--- config.mk ---
export PLATFORM = sky130hd
export DESIGN_NAME = blit_regdec
export DESIGN_NICKNAME = d
export VERILOG_FILES = /design/src/rtl/blit_pkg.sv /design/src/rtl/blit_wrq.sv /design/src/rtl/blit_regdec.sv
export SDC_FILE = /design/constraint.sdc
export NUM_CORES = 1
export LEC_CHECK = 0
export ABC_AREA = 1
export ABC_CLOCK_PERIOD_IN_PS = 2900
export CAP_MARGIN = 10
export CORE_UTILIZATION = 57
export DETAILED_ROUTE_END_ITERATION = 16
export DONT_BUFFER_PORTS = 1
export PLACE_DENSITY = 0.79
export SYNTH_ARGS = -nofsm -noshare
export SYNTH_HDL_FRONTEND = slang
export SYNTH_SLANG_ARGS = --single-unit
export TNS_END_PERCENT = 50
--- constraint.sdc ---
create_clock -name clk -period 2.9 [get_ports clk]
set_input_delay 0.58 -clock clk [delete_from_list [all_inputs] [get_ports clk]]
set_output_delay 0.58 -clock clk [all_outputs]
set_load 0.1 [all_outputs]
--- src/rtl/blit_pkg.sv ---
// Shared constants and types for the blitter register decoder and its posted-write queue.
package blit_pkg;

   localparam int unsigned ADDR_W_DEF    = 6;
   localparam int unsigned NREG_DEF      = 1 << ADDR_W_DEF;
   localparam int unsigned LOCK_BASE_DEF = 16;
   localparam int unsigned QDEPTH_DEF    = 4;
   localparam int unsigned DATA_W_DEF    = 32;

   // Registers 1, 14, 27 and 30 have read side effects in the blitter.
   localparam logic [63:0] RD_MASK_DEF = 64'h0000_0000_4800_4002;

   typedef struct packed {
      logic [ADDR_W_DEF-1:0] idx;
      logic [DATA_W_DEF-1:0] data;
   } blit_wr_t;

endpackage

--- src/rtl/blit_wrq.sv ---
// Synchronous FIFO holding deferred GPU writes to locked blitter registers.
module blit_wrq
   import blit_pkg::*;
#(
   parameter type         T     = blit_wr_t,
   parameter int unsigned DEPTH = QDEPTH_DEF
) (
   input  logic                     clk,
   input  logic                     resetl,
   input  logic                     push,
   input  T                         din,
   input  logic                     pop,
   output T                         dout,
   output logic                     full,
   output logic                     empty,
   output logic [$clog2(DEPTH):0]   count
);

   localparam int unsigned PW = $clog2(DEPTH);

   T               mem [DEPTH];
   logic [PW-1:0]  wp;
   logic [PW-1:0]  rp;
   logic           do_push;
   logic           do_pop;

   assign full    = (count == (PW+1)'(DEPTH));
   assign empty   = (count == '0);
   assign do_push = push & ~full;
   assign do_pop  = pop & ~empty;
   assign dout    = mem[rp];

   always_ff @(posedge clk) begin
      if (do_push) mem[wp] <= din;
   end

   // Power-of-two depth lets the pointers wrap by natural overflow.
   always_ff @(posedge clk or negedge resetl) begin
      if (!resetl) begin
         wp    <= '0;
         rp    <= '0;
         count <= '0;
      end else begin
         if (do_push) wp <= wp + 1'b1;
         if (do_pop)  rp <= rp + 1'b1;
         if (do_push && !do_pop)      count <= count + 1'b1;
         else if (!do_push && do_pop) count <= count - 1'b1;
      end
   end

endmodule

--- src/rtl/blit_regdec.sv ---
// GPU-to-blitter register decoder: registered load/read strobes, with writes to
// locked registers posted to a queue while a blit runs and replayed in order afterwards.
module blit_regdec
   import blit_pkg::*;
#(
   parameter int unsigned ADDR_W    = ADDR_W_DEF,
   parameter int unsigned LOCK_BASE = LOCK_BASE_DEF,
   parameter int unsigned QDEPTH    = QDEPTH_DEF,
   parameter int unsigned DATA_W    = DATA_W_DEF,
   parameter logic [(1<<ADDR_W)-1:0] RD_MASK = ((1<<ADDR_W))'(RD_MASK_DEF)
) (
   input  logic                      clk,
   input  logic                      resetl,
   input  logic                      bliten,
   input  logic                      gpu_memw,
   input  logic [ADDR_W+1:0]         gpu_addr,
   input  logic [DATA_W-1:0]         gpu_dout,
   input  logic                      blit_back,
   input  logic [(1<<ADDR_W)-1:0]    ext_ld,
   output logic                      gpu_ready,
   output logic [(1<<ADDR_W)-1:0]    ld_strobe,
   output logic [DATA_W-1:0]         ld_data,
   output logic [(1<<ADDR_W)-1:0]    rd_strobe,
   output logic [$clog2(QDEPTH):0]   q_count
);

   localparam int unsigned NREG = 1 << ADDR_W;
   localparam logic [ADDR_W-1:0] LOCK_IDX = ADDR_W'(LOCK_BASE);

   typedef struct packed {
      logic [ADDR_W-1:0] idx;
      logic [DATA_W-1:0] data;
   } wr_t;

   logic [ADDR_W-1:0]  idx;
   logic               locked;
   logic               wr;
   logic               direct;
   logic               push;
   logic               pop;
   logic               q_full;
   logic               q_empty;
   wr_t                q_din;
   wr_t                q_head;
   logic [NREG-1:0]    strb_q;
   logic               unused_addr;

   assign idx         = gpu_addr[ADDR_W+1:2];
   assign unused_addr = ^gpu_addr[1:0];
   assign locked      = (idx >= LOCK_IDX);

   assign gpu_ready = ~(q_full & bliten & gpu_memw & locked);
   assign wr        = bliten & gpu_memw & gpu_ready;

   // A non-empty queue keeps absorbing locked writes so they never overtake older ones.
   assign direct = wr & (~locked | (~blit_back & q_empty));
   assign push   = wr & locked & (blit_back | ~q_empty);
   assign pop    = ~blit_back & ~q_empty & ~direct;

   assign q_din.idx  = idx;
   assign q_din.data = gpu_dout;

   blit_wrq #(
      .T     (wr_t),
      .DEPTH (QDEPTH)
   ) u_wrq (
      .clk    (clk),
      .resetl (resetl),
      .push   (push),
      .din    (q_din),
      .pop    (pop),
      .dout   (q_head),
      .full   (q_full),
      .empty  (q_empty),
      .count  (q_count)
   );

   always_ff @(posedge clk or negedge resetl) begin
      if (!resetl) begin
         strb_q    <= '0;
         ld_data   <= '0;
         rd_strobe <= '0;
      end else begin
         strb_q    <= '0;
         rd_strobe <= '0;
         if (direct) begin
            strb_q[idx] <= 1'b1;
            ld_data     <= gpu_dout;
         end else if (pop) begin
            strb_q[q_head.idx] <= 1'b1;
            ld_data            <= q_head.data;
         end
         if (bliten && !gpu_memw) rd_strobe[idx] <= RD_MASK[idx];
      end
   end

   assign ld_strobe = strb_q | ext_ld;

endmodule

==> impl_metrics.csv <==
group,metric,value,unit
detailed_routing,routed_wl,28300,µm
clock_tree,clock-sinks,319,
timing,slew-limit-headroom,35.49,%
timing,fmax,456.1,MHz
logic_synthesis,synth_xor_area_share,0.2775,%
global_routing,grt_pass1_wl,43680,µm
logic_synthesis,yosysTopAreaCell,"edfxtp_1",
clock_tree,ctsResizeCount,0,
placed_design,port_buffers,0,
power_and_ir_drop,design_power_total,14.97,mW
timing,slew_violations,0,
critical_path,crit_arrival,1.61,ns
logic_synthesis,ys_ff_latch,319,
final_layout,fillers,1601,
global_routing,grt_pass1_vias,8245,
clock_tree,path_clk_slew,0.06,ns
detailed_routing,drtIter0Drc,433,
floorplanning,dieArea,22750,µm²
critical_path,critPathRequiredTime,2.32,ns
global_routing,track_usage,25.31,%
power_and_ir_drop,p_per_area,1053,nW/µm²
logic_synthesis,synth-simple-area-share,21.75,%
logic_synthesis,synth_area_leaders,"edfxtp_1 (36%), dfrtp_1 (33%), nand2_1 (7.7%)",
placed_design,dp_hpwl,17830,µm
timing,finalCriticalPeriod,2.193,ns
logic_synthesis,synth_top_family_by_area,"simple AND/OR/NAND/NOR gates",
floorplanning,io_pins,273,
critical_path,crit_family,"flip-flops",
logic_synthesis,synth_mux_area_share,0,%
critical_path,path_buf_inv,1,
power_and_ir_drop,p_leak,6.295,nW
detailed_routing,wl_per_cell,18.78,µm
detailed_routing,avgViaCountPerCell,5.515,
critical_path,path_cells,"nor3_1 > nand2_4 > buf_4",
floorplanning,fp-row-count,54,
logic_synthesis,syn_area_per_cell,11.17,µm²
final_layout,areaGrowthSynthToFinish,12.60,%
timing,finalWorstSetupSlack,0.7073,ns
timing,setup_viol,0,
timing,hold_viol_final,167,
timing,clock_skew,0.01088,ns
detailed_routing,vias,8311,
logic_synthesis,syn_inst,1130,
detailed_routing,drc,0,
final_layout,finalNetCount,1315,
logic_synthesis,yosys_warnings,0,
final_layout,drive_above_1_share,15.10,%
clock_tree,post-cts-setup-buffer-count,0,
critical_path,crit_fanout,4,
logic_synthesis,synth_adder_area_share,0.6540,%
critical_path,crit_type,"register to primary output",
clock_tree,insertion_delay,0.55,ns
detailed_routing,ant_nets,0,
logic_synthesis,synth_most_common_cell,"nand2_1",
clock_tree,htree_levels,1,
placed_design,dp_worst_setup_slack,0.6957,ns
floorplanning,dieHeight,150.8,µm
logic_synthesis,synthArstFlopShare,52.35,%
clock_tree,cts_buffers,31,
timing,rsz0062_at_grt,"no",
global_routing,grt_overflow,0,
logic_synthesis,synth_common_cells,"nand2_1 (259), dfrtp_1 (167), nand3_1 (159)",
logic_synthesis,ys_seq_area_share,69.25,%
timing,holdWs,-0.2787,ns
critical_path,cp-start-kind,"register",
global_routing,antenna_found_initial,2,
critical_path,crit_path_end_kind,"primary output",
clock_tree,clk_path_buf_depth,3,
run_status,status,"complete, but fails checks",
logic_synthesis,synthDistinctLibCells,30,
logic_synthesis,synth_top_area_share,36.15,%
power_and_ir_drop,ir_drop,0.9220,mV
run,drv_cap,0,
floorplanning,coreArea,21760,µm²
worst_hold_path,hp-class,"input port to asynchronous set/reset pin",
logic_synthesis,synth_compound_area_share,4.410,%
clock_tree,root_buffer,"clkbuf_16",
floorplanning,initial_core_util,58.03,%
timing,tightest_slew,0.9603,ns
timing,fin_crit_sh,75.61,%
detailed_routing,firstDrtPassIters,5,
clock_tree,cts_tree,"built",
placed_design,globalplace.congestion,0.8975,
logic_synthesis,synth_edf_count,152,
global_routing,grt_max_degree,168,
logic_synthesis,ys.flop_type,"dfrtp_1",
logic_synthesis,syn_area,12630,µm²
final_layout,multi_input_area,3681,µm²
critical_path,cpPeakStageDelay,0.43,ns
floorplanning,die_x,150.8,µm
final_layout,seqCellArea,8748,µm²
run_status,violations,"hold timing",
critical_path,slowest_stage,"dfrtp_2",
## metal layers
| layer | routed length [µm] | track usage, % |
|---|---|---|
| met4 | 975 | 10.95 |
| met1 | 10590 | 29.98 |
| met3 | 2239 | 5.723 |
| met2 | 14490 | 44.17 |
| met5 | 0 | 0 |
## area by class of cell
class                   instances  area share [%]
diodes                          2         0.03521
clock buffers                  48           6.698
clock inverters                10          0.5897
inverters                      46           1.232
multi-input cells             776           25.89
flip-flops and latches        319           61.54
well taps                     280           2.464
repair buffers                 26           1.549
## worst reg2reg max path: stages (launching register included)
cell      delay (ns)
dfrtp_2         0.40
inv_1           0.08
nand3_1         0.15
o211ai_4        0.10
buf_4           0.22
inv_2           0.65
nand2_1         0.22
nand3_1         0.14
## path summary, 6_finish.rpt
path / start / to / slack (ns) / depth (start not counted)
max: u_wrq.count[1] / gpu_ready / 0.71 / 3
min: resetl / ld_data[22] / -0.28 / 0
max reg2reg: u_wrq.count[1] / ld_data[6] / 0.87 / 7
min reg2reg: u_wrq.mem[0][11] / ld_data[11] / 0.64 / 4
max in group asynchronous: resetl / u_wrq.count[2] / 2.84 / 0
min in group clk: gpu_dout[25] / u_wrq.mem[0][25] / 0.12 / 0
## layout by cell type, fill, tap and decap left out, drive strengths merged
master | Yosys | layout
a21oi | 1 | 1
and2 | 1 | 1
buf | 30 | 26
bufinv | 0 | 1
clkbuf | 18 | 48
clkinv | 0 | 6
conb | 1 | 60
dfrtp | 167 | 167
diode | 0 | 2
edfxtp | 152 | 152
fa | 1 | 1
ha | 5 | 5
inv | 46 | 49
nand2 | 269 | 269
nand3 | 160 | 160
nand4 | 2 | 2
nor2 | 99 | 99
nor3 | 11 | 11
o211ai | 1 | 1
o21ai | 66 | 66
o22ai | 32 | 32
or2 | 64 | 64
xnor2 | 1 | 1
xor2 | 3 | 3
## metrics by stage
stage               utilization [%]  setup TNS, ns  hold WS, ns  instances  area [µm²]
detailed placement            60.56              0       0.2864       1447       13180
global placement              60.56              0       0.2871       1447       13180
finish                        65.34              0      -0.2787       1507       14220
global route                  65.34              0      -0.2967       1507       14220
floorplan                         -       -0.02272       0.2844       1189       12890
CTS                           65.32              0      -0.2964       1505       14210
## sequential cells by signal, indices dropped and copies added (netlist names)
register,flops
strb_q,64
rd_strobe,64
u_wrq.wp,2
ld_data,32
u_wrq.rp,2
u_wrq.mem,152
u_wrq.count,3
## cell families after synthesis
kind of cell    after synthesis
flops                       319
fa+ha+maj                     6
compound gates              100
other cells                   1
simple gates                606
buf+inv                      94
xor+xnor                      4
## report_power, final
part           internal (mW)  leakage (nW)  switching, mW  total, mW
logic                  0.875          2.28           2.65       3.53
registers               5.24          3.49           2.23       7.47
clock network           2.35         0.518           1.63       3.97
total                   8.46          6.30           6.51       15.0
(Power assumes the default switching activity.)
